## src/rtl/branch_resolve_unit.sv

```systemverilog
// Two-stage elastic branch resolver. Stage 1 evaluates the branch condition,
// stage 2 forms the target, the redirect PC and the mispredict flag.
// Saturating counters track resolved branches and mispredicts.
module branch_resolve_unit #(
    parameter int XLEN        = 32,
    parameter int CNT_W       = 16,
    parameter int INSTR_BYTES = 4
) (
    input  logic             clk,
    input  logic             rst_n,
    input  logic             in_valid,
    output logic             in_ready,
    input  logic [XLEN-1:0]  rdata1,
    input  logic [XLEN-1:0]  rdata2,
    input  logic [2:0]       br_type,
    input  logic [XLEN-1:0]  pc,
    input  logic [XLEN-1:0]  imm,
    input  logic             pred_taken,
    input  logic             flush,
    output logic             out_valid,
    input  logic             out_ready,
    output logic             br_taken,
    output logic [XLEN-1:0]  br_target,
    output logic [XLEN-1:0]  redirect_pc,
    output logic             mispredict,
    output logic [CNT_W-1:0] br_count,
    output logic [CNT_W-1:0] mispred_count
);

    localparam logic [2:0] BR_NONE = 3'b000;
    localparam logic [2:0] BR_BEQ  = 3'b001;
    localparam logic [2:0] BR_BNE  = 3'b010;
    localparam logic [2:0] BR_BLT  = 3'b011;
    localparam logic [2:0] BR_BGE  = 3'b100;
    localparam logic [2:0] BR_BLTU = 3'b101;
    localparam logic [2:0] BR_BGEU = 3'b110;
    localparam logic [2:0] BR_JAL  = 3'b111;

    logic            s1_valid;
    logic            s1_taken;
    logic            s1_pred;
    logic [2:0]      s1_type;
    logic [XLEN-1:0] s1_pc;
    logic [XLEN-1:0] s1_imm;

    logic            s2_valid;
    logic            s2_taken;
    logic            s2_mispred;
    logic [2:0]      s2_type;
    logic [XLEN-1:0] s2_target;
    logic [XLEN-1:0] s2_redirect;

    logic            s1_advance;
    logic            s2_advance;
    logic            in_fire;
    logic            out_fire;
    logic            cmp_taken;
    logic [XLEN-1:0] s1_sum;

    // Handshake: a stage may load when it is empty or its contents move on;
    // input acceptance is held off for the whole time reset is asserted.
    always_comb begin
        s2_advance = !s2_valid || out_ready;
        s1_advance = !s1_valid || s2_advance;
        in_ready   = rst_n && s1_advance;
        in_fire    = in_valid && in_ready;
        out_fire   = s2_valid && out_ready && !flush;
        s1_sum     = s1_pc + s1_imm;
    end

    // Branch condition evaluation on the raw operands.
    always_comb begin
        cmp_taken = 1'b0;
        case (br_type)
            BR_NONE: cmp_taken = 1'b0;
            BR_BEQ:  cmp_taken = (rdata1 == rdata2);
            BR_BNE:  cmp_taken = (rdata1 != rdata2);
            BR_BLT:  cmp_taken = ($signed(rdata1) <  $signed(rdata2));
            BR_BGE:  cmp_taken = ($signed(rdata1) >= $signed(rdata2));
            BR_BLTU: cmp_taken = (rdata1 <  rdata2);
            BR_BGEU: cmp_taken = (rdata1 >= rdata2);
            BR_JAL:  cmp_taken = 1'b1;
            default: cmp_taken = 1'b0;
        endcase
    end

    // Stage 1 register: compare result plus the fields stage 2 needs.
    always_ff @(posedge clk) begin
        if (!rst_n) begin
            s1_valid <= 1'b0;
            s1_taken <= 1'b0;
            s1_pred  <= 1'b0;
            s1_type  <= BR_NONE;
            s1_pc    <= '0;
            s1_imm   <= '0;
        end else begin
            if (flush) begin
                s1_valid <= 1'b0;
            end else if (s1_advance) begin
                s1_valid <= in_valid;
            end
            if (in_fire) begin
                s1_taken <= cmp_taken;
                s1_pred  <= pred_taken;
                s1_type  <= br_type;
                s1_pc    <= pc;
                s1_imm   <= imm;
            end
        end
    end

    // Stage 2 register: target, redirect and mispredict, held while stalled.
    always_ff @(posedge clk) begin
        if (!rst_n) begin
            s2_valid    <= 1'b0;
            s2_taken    <= 1'b0;
            s2_mispred  <= 1'b0;
            s2_type     <= BR_NONE;
            s2_target   <= '0;
            s2_redirect <= '0;
        end else begin
            if (flush) begin
                s2_valid <= 1'b0;
            end else if (s2_advance) begin
                s2_valid <= s1_valid;
            end
            if (s2_advance && s1_valid) begin
                s2_taken    <= s1_taken;
                s2_type     <= s1_type;
                s2_target   <= s1_sum;
                s2_redirect <= s1_taken ? s1_sum : (s1_pc + XLEN'(INSTR_BYTES));
                s2_mispred  <= (s1_type != BR_NONE) && (s1_taken != s1_pred);
            end
        end
    end

    // Saturating performance counters, bumped only on a real consumer handshake.
    always_ff @(posedge clk) begin
        if (!rst_n) begin
            br_count      <= '0;
            mispred_count <= '0;
        end else if (out_fire && (s2_type != BR_NONE)) begin
            if (br_count != {CNT_W{1'b1}}) begin
                br_count <= br_count + CNT_W'(1);
            end
            if (s2_mispred && (mispred_count != {CNT_W{1'b1}})) begin
                mispred_count <= mispred_count + CNT_W'(1);
            end
        end
    end

    assign out_valid   = s2_valid;
    assign br_taken    = s2_taken;
    assign br_target   = s2_target;
    assign redirect_pc = s2_redirect;
    assign mispredict  = s2_mispred;

endmodule

```

## config.mk

```make
export PLATFORM = sky130hd
export DESIGN_NAME = branch_resolve_unit
export DESIGN_NICKNAME = d
export VERILOG_FILES = /design/src/rtl/branch_resolve_unit.sv
export SDC_FILE = /design/constraint.sdc
export NUM_CORES = 1
export LEC_CHECK = 0
export BUFFER_PORTS_ARGS = -buffer_cell sky130_fd_sc_hd__buf_4
export CORE_MARGIN = 2
export CORE_UTILIZATION = 50
export CTS_CLUSTER_SIZE = 28
export DETAILED_ROUTE_END_ITERATION = 6
export PLACE_DENSITY_LB_ADDON = 0.15
export SLEW_MARGIN = 20
export SYNTH_ARGS = -nofsm -noshare
export SYNTH_HDL_FRONTEND = slang
export SYNTH_SLANG_ARGS = --single-unit
```

## constraint.sdc

```tcl
create_clock -name clk -period 4.25 [get_ports clk]
set_input_delay 1.0625 -clock clk [delete_from_list [all_inputs] [get_ports clk]]
set_output_delay 1.0625 -clock clk [all_outputs]
set_load 0.1 [all_outputs]
```

==> reports/qor.tcl, run 1 <==
set qor(viasPerCell) 5.321
set qor(synth_top_family_by_area) {simple AND/OR/NAND/NOR gates}
set qor(count_of_routing_violations_after_the_opening_detailed_route_iteration) 464
set qor(final_common_cell) {sky130_fd_sc_hd__buf_4}
set qor(cts_buffers) 17
set qor(synthCells) 1241
set qor(min_delay_worst_endpoint) {redirect_pc[9]}
set qor(achievable_clock_frequency_ghz) 0.3261
set qor(mappedNetlistArea_mm2) 0.009764
set qor(number_of_antenna_violations_at_the_first_check_in_global_routing) 0
set qor(whs_ns) 0.4636
set qor(floorplan.core_area_mm2) 0.01933
set qor(leakage_nw) 5.486
set qor(ctsHtreeMaxLevel) 4
set qor(hold_path.startpoint) {redirect_pc[9]}
set qor(floorplan.io_pins) 237
set qor(fin_setup_tns_ns) 0
set qor(routed_wire_length_per_instance_um) 15.09
set qor(first_pass_drt_iterations) 5
set qor(final-setup-viol-count) 0
set qor(crit_buf_inv) 1
set qor(maxSlewHeadroom) 0.4194
set qor(maximum_number_of_pins_on_one_net_before_global_route_repair) 96
set qor(dominantRegCellSynth) {sky130_fd_sc_hd__dfxtp_1}
set qor(worst_r2r_startpoint) {s1_pc[4]}
set qor(nets) 1649
set qor(floorplan.die.width_um) 143.7
set qor(insertedDiodeCount) 0
set qor(layout_worst_path_cycle_share) 0.7215
set qor(die_outline_area_mm2) 0.02066
set qor(worst_slew_pin_slew_ns) 0.8710
set qor(place_congestion) 0.8880
set qor(grt.overflow.total) 0
set qor(postRouteWirelength_um) 26000
set qor(clock_path_buffers) 2
set qor(reg2reg_depth) 11
set qor(synth_compound_gate_area_share) 0.2019
set qor(postCtsSetupRepairBufs) 0
set qor(critPathMaxStageDelay_ns) 0.49
set qor(p_per_area_mw_per_mm2) 333.8
set qor(hold_path_depth) 2
set qor(floorplan.die.height_um) 143.7
set qor(synth_warnings) 0
set qor(port-buffer-count) 236
set qor(number_of_maximum_capacitance_violations) 0
set qor(cts_tree) {built}
set qor(crit_chain) {buf_4, ha_1, a21oi_1, nand2_1, o2111a_1, o21ai_0, nand3_1, a31oi_1, xor2_1, mux2i_1, a22o_1}
set qor(cts.hold.buffers_added) 0
set qor(cts-root-buf) {sky130_fd_sc_hd__clkbuf_16}
set qor(post-route-drc-count) 0
set qor(yosys-mux-area-fraction) 0.009354
set qor(num_vias) 9168
set qor(grt_use_total) 0.2480
set qor(setup_repair_after_global_routing_missed_its_margin) {no}
set qor(crit_required_ns) 4.59
set qor(layout_common_cells) {sky130_fd_sc_hd__buf_4 (246), sky130_fd_sc_hd__nand2_1 (245), sky130_fd_sc_hd__dfxtp_1 (171), sky130_fd_sc_hd__o21ai_0 (136), sky130_fd_sc_hd__ha_1 (66)}
set qor(insertion_delay_ns) 0.44
set qor(cts.sinks) 172
set qor(xor_xnor_portion_of_the_synthesized_cell_area) 0.06548
set qor(postSynth.asyncResetShare) 0
set qor(drive_gt1_frac) 0.2016
set qor(fin_worst_skew_ns) 0.01016
set qor(ant_nets) 0
set qor(reg2reg_to) {redirect_pc[23]}
set qor(ys_seq_elements) 172
set qor(status) {finished, final reports clean}
set qor(multi_input_gate_area_in_the_final_layout_mm2) 0.005917
set qor(yosys.area_share.simple) 0.2415
set qor(synth-adder-area-share) 0.08662
set qor(number_of_max_slew_violations_in_the_final_report) 0
set qor(ir_worst_vdd_mv) 0.2925
set qor(sequential_cell_area_mm2) 0.003445
set qor(setup.worst_path.class) {reg -> reg}
set qor(seq_area_frac_synth) 0.3526
set qor(crit_slowest_cell) {sky130_fd_sc_hd__a31oi_1}
set qor(clkSlewWorstSetupHoldPaths_ns) 0.08
set qor(syn_area_per_cell_um2) 7.868
set qor(hold_viol) 0
set qor(via_count_of_the_first_global_routing_pass) 8249
set qor(net_count_of_the_mapped_netlist) 1445
set qor(hold_path_class) {reg -> reg}
set qor(n_fill_cell) 1776
set qor(final_period_minus_worst_setup_slack_ns) 3.067
set qor(syn_to_final_growth_pct) 25.95
set qor(cp-end-kind) {flop}
set qor(row_count) 51
set qor(worst-endpoint-arrival_ns) 3.40
set qor(synth_edf_count) 0
set qor(cts.repair.resized) 0
set qor(grt_pass1_wl_um) 41060
set qor(critPathMaxFanout) 10
set qor(ff2ff_setup_slack_ns) 1.18
set qor(initial_core_util) 0.5050
set qor(start_kind) {flop}
set qor(path_delay_family) {compound AO/OA/AOI/OAI gates}
set qor(synth_cell_type_count) 61
set qor(detailedPlacementHpwl_um) 19260
logic make-up after synthesis:
family,count (synthesis)
flip-flops,172
adder cells (fa/ha/maj),67
buffers and inverters,110
AO/OA/AOI/OAI,314
multiplexers,9
AND/OR/NAND/NOR,496
XOR/XNOR,73
metrics by stage:
stage                 util  setup WS [ns]  total power (W)  instance area, um2  instances
floorplan                -          1.102         0.002332                9764       1241
global placement    0.6064          1.064         0.002583               11720       1691
detailed placement  0.6064         0.9925         0.002593               11720       1691
CTS                 0.6361          1.201         0.004117               12300       1723
global route        0.6361         0.9532         0.004275               12300       1723
finish              0.6361          1.183         0.004105               12300       1723
worst min-delay path: stages, from the launching register on:
cell	delay (ns)
sky130_fd_sc_hd__dfxtp_1	0.33
sky130_fd_sc_hd__nand2_1	0.05
sky130_fd_sc_hd__o21ai_0	0.05
synthesized netlist by cell type (all sizes together), types with 4 or more instances:
library cell / n / share of area
a211oi: 10 / 0.0077
a21boi: 30 / 0.023
a21o: 22 / 0.017
a21oi: 53 / 0.027
a31oi: 9 / 0.0073
and2: 40 / 0.026
and3: 17 / 0.011
and4: 10 / 0.0090
clkbuf: 59 / 0.023
dfxtp: 172 / 0.35
ha: 66 / 0.085
inv: 49 / 0.019
mux2i: 8 / 0.0082
nand2: 245 / 0.094
nand2b: 10 / 0.0064
nand3: 42 / 0.022
nand4: 22 / 0.014
nor2: 46 / 0.018
nor2b: 23 / 0.015
nor3: 14 / 0.0072
o211a: 6 / 0.0062
o211ai: 7 / 0.0068
o21a: 8 / 0.0062
o21ai: 137 / 0.070
o31a: 4 / 0.0036
or2: 4 / 0.0026
or3: 14 / 0.0095
xnor2: 43 / 0.039
xor2: 30 / 0.027
worst max path at each step:
stage               startpoint              end  slack, ns  cells past startpoint
CTS                  out_ready         in_ready       1.20                      5
finish                s1_pc[4]  redirect_pc[23]       1.18                     11
global placement    rdata1[31]         s1_taken       1.06                     11
floorplan                rst_n         in_ready       1.10                      2
detailed placement  rdata1[31]         s1_taken       0.99                     11
global route          s1_pc[4]    br_target[27]       0.95                     11
report_power, final:
part,switching [W],total (W),internal (W)
combinational,0.000513,0.000816,0.000304
clock,0.000759,0.00154,0.000784
sequential,0.0000642,0.00175,0.00168
area by class of cell:
type | count | area share
Tap cell | 265 | 0.02696
Clock buffer | 17 | 0.03459
Inverter | 49 | 0.01496
Sequential cell | 172 | 0.2801
Clock inverter | 15 | 0.01211
Timing Repair Buffer | 246 | 0.1502
Multi-Input combinational cell | 959 | 0.4811
sequential cells by signal, summed over array words and instances, names as in the netlist:
signal / cells
br_target: 32
redirect_pc: 32
s1_imm: 32
s1_pc: 32
br_count: 16
mispred_count: 16
s1_type: 3
s2_type: 3
br_taken: 1
mispredict: 1
out_valid: 1
s1_pred: 1
s1_taken: 1
s1_valid: 1
routing by layer:
layer	up-vias	wire, um	GRT usage
met3	44	1272	0.03466
met5	-	0	0
li1	4706	-	-
met4	0	739	0.09288
met1	4178	12370	0.3398
met2	240	11620	0.3972
Power figures use the tool's default switching activity.
==> run 2, diff against run 1 <==
--- a/config.mk
+++ b/config.mk
@@ -7,7 +7,7 @@
 export LEC_CHECK = 0
 export BUFFER_PORTS_ARGS = -buffer_cell sky130_fd_sc_hd__buf_4
 export CORE_MARGIN = 2
-export CORE_UTILIZATION = 50
+export CORE_UTILIZATION = 49
 export CTS_CLUSTER_SIZE = 28
 export DETAILED_ROUTE_END_ITERATION = 6
 export PLACE_DENSITY_LB_ADDON = 0.15
==> constraint.sdc (replaced) <==
create_clock -name clk -period 2.7 [get_ports clk]
set_input_delay 0.675 -clock clk [delete_from_list [all_inputs] [get_ports clk]]
set_output_delay 0.675 -clock clk [all_outputs]
set_load 0.1 [all_outputs]
==> run 2 against run 1 <==
  * Total power increased by 62%
  * Register-to-register slack got worse by 1.2 ns
  * Global-route usage increased by 0.73 points
  * Clock-buffer cell count increased by 1
  * Sequential share of layout area decreased by 1.3 points
  * Hold slack got worse by 0.036 ns
  * Via count increased by 4.3%
  * Clock power increased by 60%
  * Combinational power increased by 75%
  * Worst setup slack got worse by 1.2 ns
  * Largest cell class unchanged
==> reports/qor.tcl, run 2 (synthesized netlist as in run 1, its figures left out) <==
set qor(min_delay_worst_endpoint) {s1_imm[7]}
set qor(number_of_max_slew_violations_in_the_final_report) 0 ;# unchanged
set qor(hold_path_class) {in -> reg}
set qor(setup_repair_after_global_routing_missed_its_margin) {yes}
set qor(layout_common_cells) {sky130_fd_sc_hd__buf_4 (307), sky130_fd_sc_hd__nand2_1 (245), sky130_fd_sc_hd__dfxtp_1 (157), sky130_fd_sc_hd__o21ai_0 (126), sky130_fd_sc_hd__ha_1 (63)}
set qor(final_period_minus_worst_setup_slack_ns) 2.670 ;# -0.3968 ns
set qor(critPathMaxStageDelay_ns) 0.48 ;# about the same
set qor(maximum_number_of_pins_on_one_net_before_global_route_repair) 111 ;# +16%
set qor(grt_use_total) 0.2553 ;# +0.007298
set qor(global_route.usage.met1) 0.3550 ;# +0.01521
set qor(postRouteWirelength_um) 27240 ;# +4.8%
set qor(floorplan.core_area_mm2) 0.01953 ;# +0.99%
set qor(syn_to_final_growth_pct) 32.78
set qor(initial_core_util) 0.5001 ;# -0.004951
set qor(number_of_maximum_capacitance_violations) 0 ;# unchanged
set qor(worst_r2r_startpoint) {s1_imm[0]}
set qor(count_of_routing_violations_after_the_opening_detailed_route_iteration) 584 ;# +26%
set qor(dpl-instance-area_mm2) 0.01219 ;# +4.0%
set qor(hold_viol) 0 ;# unchanged
set qor(detailedPlacementHpwl_um) 20480 ;# +6.4%
set qor(nets) 1713 ;# +3.9%
set qor(crit_required_ns) 3.07 ;# -1.52 ns
set qor(layout_worst_path_cycle_share) 0.9888 ;# +0.2673
set qor(fin_worst_skew_ns) 0.01598 ;# +0.005815 ns
set qor(placedCellCount) 1747 ;# +3.3%
set qor(ant_nets) 0 ;# unchanged
set qor(post-route-drc-count) 0 ;# unchanged
set qor(gr-usage-met3) 0.04811 ;# +0.01346
set qor(post_layout_nonfiller_instances) 1787 ;# +3.7%
set qor(ir_worst_vdd_mv) 0.4795 ;# +64%
set qor(final_total_power_w) 0.006646 ;# +62%
set qor(fin_setup_tns_ns) 0 ;# unchanged
set qor(cts-root-buf) {sky130_fd_sc_hd__clkbuf_16}
set qor(routed_wire_length_per_instance_um) 15.24 ;# +1.0%
set qor(first_pass_drt_iterations) 5 ;# unchanged
set qor(number_of_antenna_violations_at_the_first_check_in_global_routing) 0 ;# unchanged
set qor(whs_ns) 0.4272 ;# -0.03632 ns
set qor(leakage_nw) 5.826 ;# +6.2%
set qor(place_congestion) 0.9019 ;# +1.6%
set qor(grt_pass1_wl_um) 44600 ;# +8.6%
set qor(clock_path_buffers) 2 ;# unchanged
set qor(ctsHtreeMaxLevel) 4 ;# unchanged
set qor(grt_util_met2) 0.4000 ;# +0.002757
set qor(worst_slew_pin_slew_ns) 0.5690 ;# -0.3019 ns
set qor(viasPerCell) 5.353 ;# +0.59%
set qor(insertedDiodeCount) 0 ;# unchanged
set qor(pwr-share-clk) 0.372 ;# -0.004
set qor(cp-end-kind) {flop}
set qor(setup.worst_path.class) {reg -> reg}
set qor(share_seq_of_total_power) 0.413 ;# -0.012
set qor(reg2reg_depth) 13 ;# +2
set qor(insertion_delay_ns) 0.43 ;# about the same
set qor(grt-busiest-layer) {met2}
set qor(start_kind) {flop}
set qor(die_outline_area_mm2) 0.02107 ;# +2.0%
set qor(final-setup-viol-count) 0 ;# unchanged
set qor(worst-endpoint-arrival_ns) 3.03 ;# -0.37 ns
set qor(floorplan.die.height_um) 145.2 ;# +0.99%
set qor(achievable_clock_frequency_ghz) 0.3746 ;# +15%
set qor(status) {finished, final reports clean}
set qor(hold_path_depth) 3 ;# +1
set qor(crit_chain) {ha_4, inv_2, fa_2, nor2b_2, o211a_1, o21ai_1, buf_4, o2111ai_4, o211ai_4, a31oi_4, a311oi_2, or4b_1, nand3_1}
set qor(cts_tree) {built}
set qor(row_count) 51 ;# unchanged
set qor(final_common_cell) {sky130_fd_sc_hd__buf_4}
set qor(power.switching_w) 0.002110 ;# +58%
set qor(ff2ff_setup_slack_ns) 0.03 ;# -1.15 ns
set qor(logic_pwr_share) 0.215 ;# +0.016
set qor(cell_internal_pwr_w) 0.004536 ;# +64%
set qor(clkSlewWorstSetupHoldPaths_ns) 0.08 ;# about the same
set qor(num_vias) 9565 ;# +4.3%
set qor(floorplan.io_pins) 237 ;# unchanged
set qor(cts_buffers) 17 ;# unchanged
set qor(cts.hold.buffers_added) 0 ;# unchanged
set qor(via_count_of_the_first_global_routing_pass) 8930 ;# +8.3%
set qor(finish.instance_area_mm2) 0.01296 ;# +5.4%
set qor(cts.sinks) 172 ;# unchanged
set qor(drive_gt1_frac) 0.2589 ;# +0.05722
set qor(floorplan.die.width_um) 145.2 ;# +0.99%
set qor(critPathMaxFanout) 3 ;# -7
set qor(hold_path.startpoint) {imm[7]}
set qor(reg2reg_to) {br_target[30]}
set qor(maxSlewHeadroom) 0.6206 ;# +0.2013
set qor(crit_slowest_cell) {sky130_fd_sc_hd__or4b_1}
set qor(port-buffer-count) 236 ;# unchanged
set qor(power_switching_share) 0.3175 ;# -0.007930
set qor(grt.overflow.total) 0 ;# unchanged
set qor(p_per_area_mw_per_mm2) 512.6 ;# +54%
set qor(n_fill_cell) 1777 ;# +0.056%
[run 2: routing by layer]
metal,part of all wire,wire length [um]
met2,0.45,12120
met4,0.024,651
met3,0.052,1404
met5,0,0
met1,0.48,13060
[run 2: how the worst max path moves through the flow]
stage / from / endpoint / slack, ns / depth (start not counted)
CTS: s1_imm[0] / br_target[30] / -0.03 / 13
floorplan: mispred_count[10] / mispred_count[7] / -0.05 / 8
global route: s1_imm[0] / redirect_pc[28] / -0.1 / 14
global placement: s1_pc[0] / br_target[30] / -0.07 / 13
detailed placement: s1_pc[0] / br_target[30] / -0.12 / 13
finish: s1_imm[0] / br_target[30] / 0.03 / 13
[run 2: area by class of cell]
class	instances	area, um2	share of cell area
clock buffer	18	429.2	0.03310
tap	265	331.6	0.02557
multi-input combinational	959	6042	0.4660
inverter	49	183.9	0.01419
sequential	172	3462	0.2670
clock inverter	14	151.4	0.01168
timing repair buffer	310	2365	0.1824
[run 2: repair_timing]
action                     4_1_cts  5_1_grt
pin swaps                       10       16
setup endpoints to repair        2       36
gates resized for setup         10       30
setup buffers                    6        2
[run 2: worst max-delay path: cells and delay by family (launching register included)]
| kind | cells | cell delay (ns) |
|---|---|---|
| AO/OA/AOI/OAI | 6 | 0.88 |
| AND/OR/NAND/NOR | 3 | 0.71 |
| adder cells (fa/ha/maj) | 2 | 0.50 |
| flip-flops | 1 | 0.35 |
| buffers and inverters | 2 | 0.18 |
[run 2: per-stage QoR]
stage,utilization,setup slack [ns]
floorplan,-,-0.04732
global placement,0.6245,-0.07358
detailed placement,0.6245,-0.1244
CTS,0.6582,-0.02825
global route,0.6640,-0.09528
finish,0.6640,0.03027
[run 2: power by group through the flow]
stage               logic (W)  clock network, W  registers [W]
floorplan            0.000644                 0        0.00303
global placement      0.00137                 0        0.00279
detailed placement    0.00139                 0        0.00280
CTS                   0.00140           0.00250        0.00274
global route          0.00156           0.00261        0.00276
finish                0.00143           0.00247        0.00274
==> run 3, diff against run 2 <==
--- a/config.mk
+++ b/config.mk
@@ -5,12 +5,14 @@
 export SDC_FILE = /design/constraint.sdc
 export NUM_CORES = 1
 export LEC_CHECK = 0
-export BUFFER_PORTS_ARGS = -buffer_cell sky130_fd_sc_hd__buf_4
+export BUFFER_PORTS_ARGS = -buffer_cell sky130_fd_sc_hd__buf_2
 export CORE_MARGIN = 2
 export CORE_UTILIZATION = 49
 export CTS_CLUSTER_SIZE = 28
 export DETAILED_ROUTE_END_ITERATION = 6
 export PLACE_DENSITY_LB_ADDON = 0.15
+export REMOVE_ABC_BUFFERS = 1
+export SETUP_SLACK_MARGIN = 0.2
 export SLEW_MARGIN = 20
 export SYNTH_ARGS = -nofsm -noshare
 export SYNTH_HDL_FRONTEND = slang
==> run 3 against run 2 <==
  * The run now ends with setup timing left
  * Clock skew fell by 0.0057 ns
  * Die area did not move
  * Clock-buffer cell count is 1 lower
  * Combinational power hardly changed
  * Routed wire length is 0.36% lower
  * Sequential cell count stayed put
  * Critical path type unchanged
  * Largest power group unchanged
==> reports/qor.tcl, run 3 (synthesized netlist as in run 1, its figures left out) <==
set qor(port-buffer-count) 236 ;# unchanged
set qor(grt_use_total) 0.2501 ;# -0.005236
set qor(cts.sinks) 172 ;# unchanged
set qor(crit_required_ns) 3.08 ;# about the same
set qor(p_per_area_mw_per_mm2) 521.0 ;# +1.6%
set qor(postRouteWirelength_um) 27140 ;# -0.36%
set qor(insertion_delay_ns) 0.44 ;# about the same
set qor(layout_worst_path_cycle_share) 1.010 ;# +0.02170
set qor(initial_core_util) 0.5001 ;# unchanged
set qor(post-route-drc-count) 0 ;# unchanged
set qor(power.switching_w) 0.002138 ;# +1.3%
set qor(setup_ws_ns) -0.02833 ;# -0.05860 ns
set qor(pwr-share-clk) 0.375 ;# +0.003
set qor(finish.instance_area_mm2) 0.01275 ;# -1.7%
set qor(drive_gt1_frac) 0.2898 ;# +0.03088
set qor(worst-endpoint-arrival_ns) 3.11 ;# +0.08 ns
set qor(syn_to_final_growth_pct) 30.56
set qor(critPathMaxFanout) 3 ;# unchanged
set qor(floorplan.die.width_um) 145.2 ;# unchanged
set qor(clock_path_buffers) 2 ;# unchanged
set qor(final_common_cell) {sky130_fd_sc_hd__nand2_1}
set qor(setup.worst_path.class) {reg -> reg}
set qor(fin_worst_skew_ns) 0.01030 ;# -0.005679 ns
set qor(start_kind) {flop}
set qor(ant_nets) 0 ;# unchanged
set qor(routed_wire_length_per_instance_um) 15.18 ;# -0.41%
set qor(violations) {setup timing}
set qor(detailedPlacementHpwl_um) 19760 ;# -3.5%
set qor(final_total_power_w) 0.006642 ;# about the same
set qor(share_seq_of_total_power) 0.413 ;# about the same
set qor(clkSlewWorstSetupHoldPaths_ns) 0.07 ;# about the same
set qor(via_count_of_the_first_global_routing_pass) 8899 ;# -0.35%
set qor(viasPerCell) 5.292 ;# -1.1%
set qor(power_switching_share) 0.3219 ;# +0.004452
set qor(first_pass_drt_iterations) 5 ;# unchanged
set qor(cell_internal_pwr_w) 0.004503 ;# -0.72%
set qor(number_of_antenna_violations_at_the_first_check_in_global_routing) 1 ;# +1
set qor(floorplan.core_area_mm2) 0.01953 ;# unchanged
set qor(row_count) 51 ;# unchanged
set qor(setup_repair_after_global_routing_missed_its_margin) {yes}
set qor(number_of_maximum_capacitance_violations) 0 ;# unchanged
set qor(nets) 1713 ;# unchanged
set qor(n_fill_cell) 1755 ;# -1.2%
set qor(layout_common_cells) {sky130_fd_sc_hd__nand2_1 (244), sky130_fd_sc_hd__buf_2 (234), sky130_fd_sc_hd__dfxtp_1 (154), sky130_fd_sc_hd__o21ai_0 (120), sky130_fd_sc_hd__buf_4 (66)}
set qor(number_of_max_slew_violations_in_the_final_report) 0 ;# unchanged
set qor(logic_pwr_share) 0.212 ;# -0.003
set qor(ctsHtreeMaxLevel) 4 ;# unchanged
set qor(grt_pass1_wl_um) 43660 ;# -2.1%
set qor(final-setup-viol-count) 1 ;# +1
set qor(maximum_number_of_pins_on_one_net_before_global_route_repair) 88 ;# -21%
set qor(maxSlewHeadroom) 0.4493 ;# -0.1714
set qor(cts_buffers) 17 ;# unchanged
set qor(grt.overflow.total) 0 ;# unchanged
set qor(hold_viol) 0 ;# unchanged
set qor(num_vias) 9462 ;# -1.1%
set qor(place_congestion) 0.8978 ;# -0.45%
set qor(cts-root-buf) {sky130_fd_sc_hd__clkbuf_16}
set qor(cp-end-kind) {flop}
set qor(dpl-instance-area_mm2) 0.01156 ;# -5.2%
set qor(count_of_routing_violations_after_the_opening_detailed_route_iteration) 496 ;# -15%
set qor(floorplan.io_pins) 237 ;# unchanged
set qor(ir_worst_vdd_mv) 0.4059 ;# -15%
set qor(leakage_nw) 5.795 ;# -0.53%
set qor(hold_path_class) {in -> reg}
set qor(die_outline_area_mm2) 0.02107 ;# unchanged
set qor(worst_slew_pin_slew_ns) 0.8261 ;# +0.2571 ns
set qor(status) {finished, violations left}
set qor(final_period_minus_worst_setup_slack_ns) 2.728 ;# +0.05860 ns
set qor(floorplan.die.height_um) 145.2 ;# unchanged
set qor(cts_tree) {built}
set qor(achievable_clock_frequency_ghz) 0.3665 ;# -2.1%
## run 3: changes by cell type in the layout (fill, tap and decap cells not counted), sizes merged
cell | before | now
diode | 0 | 1
clkinvlp | 3 | 1
clkinv | 2 | 6
inv | 57 | 56
clkbuf | 18 | 17
## run 3: stage by stage
| step | hold slack [ns] | TNS (ns) | cells | utilization | setup WS [ns] |
|---|---|---|---|---|---|
| after floorplan | 0.4397 | -80.51 | 1180 | - | -0.8201 |
| after global placement | 0.4428 | -0.2483 | 1741 | 0.5922 | -0.1038 |
| after detailed placement | 0.4522 | -1.186 | 1741 | 0.5922 | -0.1704 |
| after CTS | 0.4233 | 0 | 1780 | 0.6323 | 0.007464 |
| after global routing | 0.4304 | -0.4518 | 1788 | 0.6529 | -0.1428 |
| final | 0.4297 | -0.02833 | 1788 | 0.6529 | -0.02833 |
## run 3: path summary, 6_finish.rpt
kind | start | endpoint | slack [ns] | depth (start not counted)
setup / recovery | s1_pc[0] | br_target[30] | -0.03 | 12
hold / removal | imm[27] | s1_imm[27] | 0.43 | 3
setup reg to reg | s1_pc[0] | br_target[30] | -0.03 | 12
hold reg to reg | br_target[27] | br_target[27] | 0.45 | 2
## run 3: critical path: stages, from the launching register on
cell	delay, ns
sky130_fd_sc_hd__dfxtp_2	0.36
sky130_fd_sc_hd__ha_4	0.14
sky130_fd_sc_hd__inv_2	0.03
sky130_fd_sc_hd__fa_2	0.35
sky130_fd_sc_hd__nor2b_2	0.14
sky130_fd_sc_hd__o211a_1	0.22
sky130_fd_sc_hd__o21ai_4	0.09
sky130_fd_sc_hd__o2111ai_4	0.25
sky130_fd_sc_hd__o211ai_4	0.13
sky130_fd_sc_hd__a31oi_4	0.23
sky130_fd_sc_hd__a311oi_1	0.13
sky130_fd_sc_hd__or4b_1	0.52
sky130_fd_sc_hd__nand3_1	0.08
## run 3: power by group through the flow
stage               Clock [W]  Sequential (W)  Combinational, W
floorplan                   0         0.00305          0.000587
global placement            0         0.00278           0.00129
detailed placement          0         0.00278           0.00130
CTS                   0.00254         0.00273           0.00133
global route          0.00266         0.00276           0.00154
finish                0.00249         0.00274           0.00140
## run 3: cell type report
| type | instances | area, um2 | area share |
|---|---|---|---|
| clock buffers | 17 | 425.4 | 0.03337 |
| flip-flops and latches | 172 | 3468 | 0.2721 |
| clock inverters | 15 | 176.4 | 0.01384 |
| multi-input cells | 959 | 6346 | 0.4978 |
| inverters | 49 | 183.9 | 0.01443 |
| diodes | 1 | 2.502 | 0.0001963 |
| repair buffers | 310 | 1814 | 0.1423 |
| well taps | 265 | 331.6 | 0.02601 |
## run 3: metal layers
layer / wire (um) / vias up / GRT usage / part of all wire
met5: 0 / - / 0 / 0
met4: 581 / 0 / 0.07794 / 0.021
met3: 1368 / 38 / 0.04497 / 0.050
met2: 12850 / 251 / 0.4186 / 0.47
met1: 12340 / 4334 / 0.3284 / 0.45
li1: - / 4839 / - / -
## run 3: repair_timing
action,CTS,global route
pin swaps,12,37
endpoints found under the setup margin,38,54
hold buffers,0,0
cloned,0,0
gates resized for setup,34,88
buffers inserted,7,7
